### src/rtl/pool.sv
// Pooling stage between normalization and activation: k x k max/average
// pooling over a DESIGN_SIZE-lane column stream, with a registered bypass.
module pool #(
    parameter int unsigned DWIDTH        = 8,
    parameter int unsigned DESIGN_SIZE   = 32,
    parameter int unsigned MAX_BITS_POOL = 3,
    parameter int unsigned ACC_WIDTH     = 12
) (
    input  logic                            clk,
    input  logic                            reset_n,
    input  logic                            enable_pool,
    input  logic                            pool_mode,
    input  logic [MAX_BITS_POOL-1:0]        pool_window_size,
    input  logic                            in_data_available,
    input  logic [DESIGN_SIZE*DWIDTH-1:0]   inp_data,
    input  logic [DESIGN_SIZE-1:0]          validity_mask,
    output logic [DESIGN_SIZE*DWIDTH-1:0]   out_data,
    output logic                            out_data_available,
    output logic                            done_pool
);

    localparam int unsigned CNT_W = $clog2(DESIGN_SIZE);

    // Window size stored as log2(k)
    localparam logic [1:0] K_1 = 2'd0;
    localparam logic [1:0] K_2 = 2'd1;
    localparam logic [1:0] K_4 = 2'd2;

    // Most negative element value, sign-extended to accumulator width
    localparam logic signed [ACC_WIDTH-1:0] MIN_VAL =
        $signed({{(ACC_WIDTH-DWIDTH+1){1'b1}}, {(DWIDTH-1){1'b0}}});
    localparam logic signed [ACC_WIDTH-1:0] RND_2 = ACC_WIDTH'(2);
    localparam logic signed [ACC_WIDTH-1:0] RND_4 = ACC_WIDTH'(8);

    // Combine two partial results: add for average, signed max otherwise
    function automatic logic signed [ACC_WIDTH-1:0] fold(
        input logic signed [ACC_WIDTH-1:0] a,
        input logic signed [ACC_WIDTH-1:0] b,
        input logic                        is_avg
    );
        if (is_avg)
            return a + b;
        else
            return (a > b) ? a : b;
    endfunction

    // Tile/window bookkeeping and latched configuration
    logic [CNT_W-1:0] tile_cnt_q;
    logic [1:0]       win_cnt_q;
    logic [1:0]       cfg_k_q;
    logic             cfg_mode_q;

    // Stage 1: per-column group reduction
    logic signed [ACC_WIDTH-1:0] s1_q [DESIGN_SIZE];
    logic                        s1_valid_q;
    logic                        s1_first_q;
    logic                        s1_wlast_q;
    logic                        s1_tlast_q;
    logic [1:0]                  s1_k_q;
    logic                        s1_mode_q;

    // Stage 2: per-group window accumulators
    logic signed [ACC_WIDTH-1:0] acc_q [DESIGN_SIZE];
    logic                        acc_full_q;
    logic                        acc_tlast_q;
    logic [1:0]                  acc_k_q;
    logic                        acc_mode_q;

    logic                              accept_c;
    logic [1:0]                        k_in_c;
    logic [1:0]                        k_sel_c;
    logic                              mode_sel_c;
    logic [1:0]                        win_max_c;
    logic                              win_last_c;
    logic                              tile_last_c;
    logic signed [ACC_WIDTH-1:0]       lv_c  [DESIGN_SIZE];
    logic signed [ACC_WIDTH-1:0]       red_c [DESIGN_SIZE];
    logic [DESIGN_SIZE*DWIDTH-1:0]     out_c;

    assign accept_c    = enable_pool & in_data_available;
    assign tile_last_c = (tile_cnt_q == CNT_W'(DESIGN_SIZE-1));
    assign win_last_c  = (win_cnt_q == win_max_c);

    // Decode k; unsupported sizes behave as k=1. Live inputs apply only at tile start.
    always_comb begin
        k_in_c = K_1;
        case (pool_window_size)
            MAX_BITS_POOL'(2): k_in_c = K_2;
            MAX_BITS_POOL'(4): k_in_c = K_4;
            default:           k_in_c = K_1;
        endcase
        k_sel_c    = (tile_cnt_q == '0) ? k_in_c    : cfg_k_q;
        mode_sel_c = (tile_cnt_q == '0) ? pool_mode : cfg_mode_q;
        case (k_sel_c)
            K_2:     win_max_c = 2'd1;
            K_4:     win_max_c = 2'd3;
            default: win_max_c = 2'd0;
        endcase
    end

    // Lane preparation: sign-extend, masked lanes become the neutral element
    always_comb begin
        for (int i = 0; i < int'(DESIGN_SIZE); i++) begin
            if (validity_mask[i])
                lv_c[i] = ACC_WIDTH'($signed(inp_data[i*DWIDTH +: DWIDTH]));
            else
                lv_c[i] = mode_sel_c ? '0 : MIN_VAL;
        end
    end

    // Reduce k adjacent lanes per group
    always_comb begin
        for (int g = 0; g < int'(DESIGN_SIZE); g++)
            red_c[g] = '0;
        case (k_sel_c)
            K_2: begin
                for (int g = 0; g < int'(DESIGN_SIZE/2); g++)
                    red_c[g] = fold(lv_c[2*g], lv_c[2*g+1], mode_sel_c);
            end
            K_4: begin
                for (int g = 0; g < int'(DESIGN_SIZE/4); g++)
                    red_c[g] = fold(fold(lv_c[4*g],   lv_c[4*g+1], mode_sel_c),
                                    fold(lv_c[4*g+2], lv_c[4*g+3], mode_sel_c),
                                    mode_sel_c);
            end
            default: begin
                for (int g = 0; g < int'(DESIGN_SIZE); g++)
                    red_c[g] = lv_c[g];
            end
        endcase
    end

    // Stage 1 register plus tile/window counters
    always_ff @(posedge clk or negedge reset_n) begin
        if (!reset_n) begin
            tile_cnt_q <= '0;
            win_cnt_q  <= '0;
            cfg_k_q    <= K_1;
            cfg_mode_q <= 1'b0;
            s1_valid_q <= 1'b0;
            s1_first_q <= 1'b0;
            s1_wlast_q <= 1'b0;
            s1_tlast_q <= 1'b0;
            s1_k_q     <= K_1;
            s1_mode_q  <= 1'b0;
            for (int g = 0; g < int'(DESIGN_SIZE); g++)
                s1_q[g] <= '0;
        end else if (!enable_pool) begin
            tile_cnt_q <= '0;
            win_cnt_q  <= '0;
            cfg_k_q    <= K_1;
            cfg_mode_q <= 1'b0;
            s1_valid_q <= 1'b0;
            s1_first_q <= 1'b0;
            s1_wlast_q <= 1'b0;
            s1_tlast_q <= 1'b0;
            s1_k_q     <= K_1;
            s1_mode_q  <= 1'b0;
            for (int g = 0; g < int'(DESIGN_SIZE); g++)
                s1_q[g] <= '0;
        end else begin
            s1_valid_q <= accept_c;
            if (accept_c) begin
                for (int g = 0; g < int'(DESIGN_SIZE); g++)
                    s1_q[g] <= red_c[g];
                s1_first_q <= (win_cnt_q == 2'd0);
                s1_wlast_q <= win_last_c;
                s1_tlast_q <= tile_last_c;
                s1_k_q     <= k_sel_c;
                s1_mode_q  <= mode_sel_c;
                cfg_k_q    <= k_sel_c;
                cfg_mode_q <= mode_sel_c;
                win_cnt_q  <= win_last_c  ? 2'd0 : win_cnt_q + 2'd1;
                tile_cnt_q <= tile_last_c ? '0   : tile_cnt_q + CNT_W'(1);
            end
        end
    end

    // Stage 2: load on first column of a window, fold the rest
    always_ff @(posedge clk or negedge reset_n) begin
        if (!reset_n) begin
            acc_full_q  <= 1'b0;
            acc_tlast_q <= 1'b0;
            acc_k_q     <= K_1;
            acc_mode_q  <= 1'b0;
            for (int g = 0; g < int'(DESIGN_SIZE); g++)
                acc_q[g] <= '0;
        end else if (!enable_pool) begin
            acc_full_q  <= 1'b0;
            acc_tlast_q <= 1'b0;
            acc_k_q     <= K_1;
            acc_mode_q  <= 1'b0;
            for (int g = 0; g < int'(DESIGN_SIZE); g++)
                acc_q[g] <= '0;
        end else begin
            acc_full_q  <= s1_valid_q & s1_wlast_q;
            acc_tlast_q <= s1_valid_q & s1_wlast_q & s1_tlast_q;
            if (s1_valid_q) begin
                acc_k_q    <= s1_k_q;
                acc_mode_q <= s1_mode_q;
                for (int g = 0; g < int'(DESIGN_SIZE); g++)
                    acc_q[g] <= s1_first_q ? s1_q[g] : fold(acc_q[g], s1_q[g], s1_mode_q);
            end
        end
    end

    // Output formatting: average rounds half up via bias + arithmetic shift
    always_comb begin
        logic signed [ACC_WIDTH-1:0] biased;
        logic signed [ACC_WIDTH-1:0] val;
        int unsigned                 n_grp;
        biased = '0;
        val    = '0;
        n_grp  = DESIGN_SIZE >> acc_k_q;
        out_c  = '0;
        for (int g = 0; g < int'(DESIGN_SIZE); g++) begin
            case (acc_k_q)
                K_2: begin
                    biased = acc_q[g] + RND_2;
                    val    = biased >>> 2;
                end
                K_4: begin
                    biased = acc_q[g] + RND_4;
                    val    = biased >>> 4;
                end
                default: begin
                    biased = acc_q[g];
                    val    = acc_q[g];
                end
            endcase
            if (!acc_mode_q)
                val = acc_q[g];
            if (g < int'(n_grp))
                out_c[g*DWIDTH +: DWIDTH] = val[DWIDTH-1:0];
        end
    end

    // Output register, bypass path and sticky tile-done flag
    always_ff @(posedge clk or negedge reset_n) begin
        if (!reset_n) begin
            out_data           <= '0;
            out_data_available <= 1'b0;
            done_pool          <= 1'b0;
        end else if (!enable_pool) begin
            out_data           <= inp_data;
            out_data_available <= in_data_available;
            done_pool          <= 1'b1;
        end else begin
            out_data_available <= acc_full_q;
            if (acc_full_q)
                out_data <= out_c;
            if (acc_full_q && acc_tlast_q)
                done_pool <= 1'b1;
            else if (accept_c && done_pool)
                done_pool <= 1'b0;
        end
    end

endmodule
### config.mk
export PLATFORM = sky130hd
export DESIGN_NAME = pool
export DESIGN_NICKNAME = d
export VERILOG_FILES = /design/src/rtl/pool.sv
export SDC_FILE = /design/constraint.sdc
export NUM_CORES = 2
export LEC_CHECK = 0
export BUFFER_PORTS_ARGS = -buffer_cell sky130_fd_sc_hd__clkbuf_2
export CAP_MARGIN = 5
export CORE_MARGIN = 2
export CORE_UTILIZATION = 40
export CTS_CLUSTER_DIAMETER = 50
export DETAILED_ROUTE_END_ITERATION = 8
export GPL_ROUTABILITY_DRIVEN = 1
export HOLD_SLACK_MARGIN = 0.03
export SLEW_MARGIN = 20
export SYNTH_ARGS = -nofsm -noshare
export SYNTH_HDL_FRONTEND = slang
export SYNTH_SLANG_ARGS = --single-unit
### constraint.sdc
create_clock -name clk -period 5.65 [get_ports clk]
set_input_delay 1.13 -clock clk [delete_from_list [all_inputs] [get_ports clk]]
set_output_delay 1.13 -clock clk [all_outputs]
set_load 0.1 [all_outputs]
# Word level (Yosys, flattened, before mapping)
# Index checks and enable logic that the tools add are counted.
[op_classes]
add_sub_neg = 122
magnitude_cmp = 88
eq_ne = 44
n_shift = 1
mux = 329
bitwise_logic = 3
n_reduce_logical = 37
[op_table]
columns = ["cell", "count"]
rows = [
  ["$mux W12", 193],
  ["$mux W384", 4],
  ["$add A12 B12 Y12", 56],
  ["$gt A12 B12 Y1", 56],
  ["$lt A6 B32 Y1 const A", 16],
  ["$mux W256", 2],
  ["$mux W8", 64],
  ["$pmux W8 S2", 32],
  ["$add A12 B5 Y12 const B", 32],
  ["$pmux W96 S2", 2],
  ["$add A10 B3 Y10 const B", 32],
  ["$lt A5 B32 Y1 const A", 8],
  ["$mux W192", 1],
  ["$lt A4 B32 Y1 const A", 4],
  ["$ne A4 B4 Y1 const B", 32],
  ["$lt A3 B32 Y1 const A", 2],
  ["$reduce_and A2 Y1", 32],
  ["$lt A1 B32 Y1 const A", 1],
  ["$lt A2 B32 Y1 const A", 1],
  ["$shr A6 B2 Y32 const A", 1],
  ["$mux W1", 18],
  ["$mux W2", 8],
  ["$mux W5", 3],
  ["$pmux W2 S2", 2],
  ["other kinds (15)", 22],
]
[word_totals]
ff_bits = 1045
inputBits = 296
out_inout_bits = 258
wordCells = 703

# Logic depth before layout (Yosys ltp)
[logic_depth]
ltp_word = 14
depth_mapped = 31
ltp_nobuf = 26

# Worst setup path after synthesis
# OpenSTA, ideal clock, no wires.
[synth_timing]
path_kind = "input to register"
start = "input port pool_mode"
end = "register s1_q[325] (netlist bit)"
setup_time_ns = 0.127
arrival_time_ns = 6.259
required_ns = 5.523
slack_ns = -0.736
stages = 23
n_path_buf = 6
cell_sequence = "mux2_4 > buf_4 > buf_4 > buf_2 > buf_2 > o21ai_0 > ha_1 > nand4b_1 > o41ai_1 > o21bai_1 > clkbuf_1 > mux2_2 > a21oi_1 > inv_1 > ha_1 > nor3_1 > nand4_1 > o311ai_0 > o221a_2 > clkbuf_1 > mux2_2 > a221oi_1 > nor2_1"
[synth_via]
elab_chain_cells = 13
elab_cells_between_ends = 28
cone_classes = "add/sub (3); order compare (4); mux (21)"
[synth_rtl]
columns = ["element", "line_no", "source"]
rows = [
  ["start: declaration", "12", "input logic pool_mode,"],
  ["$mux W1 (*)", "93", "mode_sel_c = (tile_cnt_q == '0) ? pool_mode : cfg_mode_q;"],
  ["$mux W12", "107", "lv_c[i] = mode_sel_c ? '0 : MIN_VAL;"],
  ["$mux W12", "104", "if (validity_mask[i])"],
  ["$gt A12 B12 Y1", "44", "return (a > b) ? a : b;"],
  ["$mux W12", "44", ""],
  ["$mux W12", "41", "if (is_avg)"],
  ["$mux W12", "115", "case (k_sel_c)"],
  ["$gt A12 B12 Y1", "44", ""],
  ["$mux W12", "44", ""],
  ["$mux W12", "41", ""],
  ["$pmux W96 S2 (*)", "115", ""],
  ["$mux W384 (*)", "163", "if (accept_c) begin"],
  ["$mux W384 (*)", "148", "end else if (!enable_pool) begin"],
  ["end signal: indexed assignment", "165", "s1_q[g] <= red_c[g];"],
  ["end: declaration", "54", "logic signed [ACC_WIDTH-1:0] s1_q [DESIGN_SIZE];"],
]
# Every way passes the cells marked *; elsewhere a longest branch is shown, timed or not. The select of a mux whose other input is x is not followed.
# A chain may end at the register's enable or synchronous reset.

# Final worst setup path
[layout_timing]
start = "register tile_cnt_q[0]"
end = "register s1_q[305] (netlist bit)"
[layout_via]
elab_chain_cells = 14
elab_cells_between_ends = 32
cone_classes = "add/sub (3); order compare (4); eq/ne (2); mux (22); reduce/logical (1)"
[layout_rtl]
columns = ["element", "line_no", "source"]
rows = [
  ["start: declaration", "48", "logic [CNT_W-1:0] tile_cnt_q;"],
  ["start signal: assignment", "174", "tile_cnt_q <= tile_last_c ? '0 : tile_cnt_q + CNT_W'(1);"],
  ["$logic_not A5 Y1 (*)", "92, 93", ""],
  ["$mux W1", "93", ""],
  ["$mux W12", "107", ""],
  ["$mux W12", "104", ""],
  ["$gt A12 B12 Y1", "44", ""],
  ["$mux W12", "44", ""],
  ["$mux W12", "41", ""],
  ["$mux W12", "115", ""],
  ["$gt A12 B12 Y1", "44", ""],
  ["$mux W12", "44", ""],
  ["$mux W12", "41", ""],
  ["$pmux W96 S2 (*)", "115", ""],
  ["$mux W384 (*)", "163", ""],
  ["$mux W384 (*)", "148", ""],
]
# Marks and branches as above.

==> impl_metrics.py <==
metrics = {
    "worst_setup_path": {
        "cp-start-kind": "flop",
        "cp_max_fo": 8,
        "crit_path_end_kind": "flop",
        "crit_path_max_incr_delay_ps": 540,
        "cp_common_cell": "inv_2",
        "crit_slowest_cell": "or4_4",
        "crit_required_ps": 6370,
        "crit_type": "reg2reg",
        "arrival_ps": 6540,
    },
    "clocking": {
        "h-tree-depth": 4,
        "cts_root_buffer": "clkbuf_16",
        "cts_hold_buffers": 0,
        "cts_tree": "yes",
        "insertion_delay_ps": 880,
        "cts_made_buffers": 171,
        "clkTransAtPathRegs_ps": 50,
        "max-clock-path-buffers": 3,
        "clock_sinks": 981,
    },
    "grt": {
        "grt_pass1_wl_um": 605000,
        "grt.overflow.total": 0,
        "grt_pass1_vias": 93500,
        "grt_usage_pct": 31.3,
        "antenna_found_initial": 28,
        "grt_max_degree": 163,
    },
    "logic_synthesis": {
        "dominantRegCellSynth": "dfrtp_1",
        "postSynthAreaPerCell_um2": 7.95,
        "synth_nets": 14100,
        "yosys_warnings": 0,
        "syn-cell-area_um2": 99700,
        "ys_ff_latch": 981,
        "synth_cell_type_count": 98,
        "synth_edf_count": 0,
        "syn_inst": 12500,
        "async_flop_share_pct": 100,
        "synth_seq_area_share_pct": 24.6,
    },
    "sta": {
        "slew_violations": 0,
        "finalHoldViolations": 0,
        "fmax_mhz": 172,
        "worst_pin_slew_ps": 1160,
        "skew_ps": 53.8,
        "max-slew-margin-rel_pct": 21.8,
        "holdWs_ps": 340,
        "fin_ws_ps": -163,
        "rsz0062_at_grt": "true",
        "setup_viol": 26,
        "period_share_pct": 103,
        "fin_crit_ps": 5810,
    },
    "final_layout": {
        "drive_gt1_share_pct": 19.7,
        "final_common_cell": "buf_4",
        "final_util_pct": 49.9,
        "fillers": 24100,
        "layout_common_cells": "1205 x buf_4, 1168 x ha_1, 1149 x inv_1, 1147 x nand2_1, 1089 x a21oi_1",
        "area_delta_synth_final_pct": 24.2,
        "num-nets-final": 15500,
    },
    "floorplanning": {
        "die_w_um": 503,
        "fp.dieArea_um2": 253000,
        "fp.dieH_um": 503,
        "io_pins": 554,
        "row_count": 183,
        "core_area_um2": 248000,
        "start_util_pct": 40.2,
    },
    "drt": {
        "drc": 0,
        "drtIter0Drc": 10200,
        "route.vias.total": 101000,
        "via_per_inst": 5.82,
        "wl_per_cell_um": 23.7,
        "finalWirelength_um": 412000,
        "first_pass_iters": 8,
        "ant_nets": 0,
    },
    "min_path": {
        "min_path_type": "in2async",
    },
    "pwr": {
        "power.total_mw": 35.3,
        "p_leak_nw": 57.0,
        "p_per_area_nw_per_um2": 285,
        "ir_worst_vdd_uv": 277,
    },
    "placement": {
        "port_buffers": 553,
        "place_hpwl_um": 318000,
        "dp_slack_ps": -734,
        "gp_congestion": 1.02,
    },
    "outcome": {
        "violations": "negative setup slack",
        "outcome": "complete, but fails checks",
    },
    "run": {
        "cap_viol_max_count": 0,
    },
}
## area by class of cell
type	count	area (µm²)	share of cell area, %
antenna	15	37.5	0.0303
tap	3330	4170	3.36
inverter	1173	4420	3.57
sequential	981	24500	19.8
clock inverter	118	1530	1.24
timing repair buffer	1854	13400	10.8
multi-input combinational	9738	71200	57.5
clock buffer	199	4520	3.65
## cell usage after synthesis (99+ instances only)
master       n  area share (%)
nor3_1     248             1.2
o211ai_1   180             1.4
ha_1      1219              15
o21bai_1   139             1.0
and2_1     107            0.67
inv_1     1170             4.4
mux2i_1    362             3.6
a21oi_1   1146             5.8
o21ai_0    779             3.9
dfrtp_1    981              25
clkbuf_1   516             1.9
nor2_1     994             3.7
nand2b_1   199             1.2
nor2b_1    214             1.3
nand3_1    261             1.3
nand2_1   1159             4.4
xor2_1     187             1.6
a22oi_1    139             1.0
a32o_1      99            0.99
a31oi_1    169             1.1
xnor2_1    369             3.2
a22o_1     106            0.93
a221o_1    190             1.9
## per-layer routing
layer / share of wire, % / routed length [µm] / up-vias / global-route usage (%)
li1: - / - / 47500 / -
met1: 45 / 185000 / 48900 / 44.8
met2: 42 / 175000 / 4171 / 46.7
met3: 8.6 / 35400 / 712 / 5.50
met4: 4.2 / 17400 / 20 / 11.6
met5: 0.032 / 131 / - / 0
## power by group
part	switching [mW]	internal, mW	total, mW	leakage [nW]
Sequential	0.930	7.55	8.48	12.9
Combinational	9.26	6.48	15.7	41.2
Clock	4.45	6.67	11.1	2.92
## metrics by stage
stage | TNS [ps] | std cells | instance area [µm²]
floorplan | -360 | 12500 | 100000
global placement | -42330 | 17000 | 114000
detailed placement | -48490 | 17000 | 114000
CTS | -1700 | 17300 | 121000
global route | -15440 | 17400 | 124000
finish | -946 | 17400 | 124000
## kinds of logic (layout without fill, tap and decap cells)
kind of cell	count (synthesis)	count (layout)	synth area share, %
XOR/XNOR	556	556	4.88
AND/OR/NAND/NOR	3615	3615	16.9
flip-flops	981	981	24.6
AO/OA/AOI/OAI	3839	3839	25.4
other	0	15	0
multiplexers	453	453	4.67
adder cells (fa/ha/maj)	1275	1275	16.4
buffers and inverters	1830	3344	7.07
## what timing repair did
action	4_1_cts	5_1_grt
resized for setup	182	397
endpoints found under the setup margin	94	96
pin swaps	63	208
endpoints found under the hold margin	0	0
gates cloned	0	1
setup buffers	25	76
## state kept, by name, indices dropped and copies added, names as in the netlist, 2 cells and up
signal / count
acc_k_q: 2
acc_q: 384
out_data: 256
s1_k_q: 2
s1_q: 320
tile_cnt_q: 5
win_cnt_q: 2
## critical path, delay by kind of cell, from the launching register on
kind	cells	cell delay, ps
multiplexers	3	1000
AO/OA/AOI/OAI	7	1340
AND/OR/NAND/NOR	5	1070
adder cells (fa/ha/maj)	3	600
buffers and inverters	10	1290
flip-flops	1	380
## worst paths after layout
path,start,end,slack (ps),cells past startpoint
setup / recovery,tile_cnt_q[0],s1_q[305],-160,28
hold / removal,reset_n,acc_q[380],340,1
setup reg to reg,tile_cnt_q[0],s1_q[305],-160,28
hold reg to reg,acc_tlast_q,done_pool,480,1
max in group asynchronous,reset_n,s1_q[306],3940,2
min in group clk,acc_tlast_q,done_pool,480,1
(Power assumes the default switching activity.)
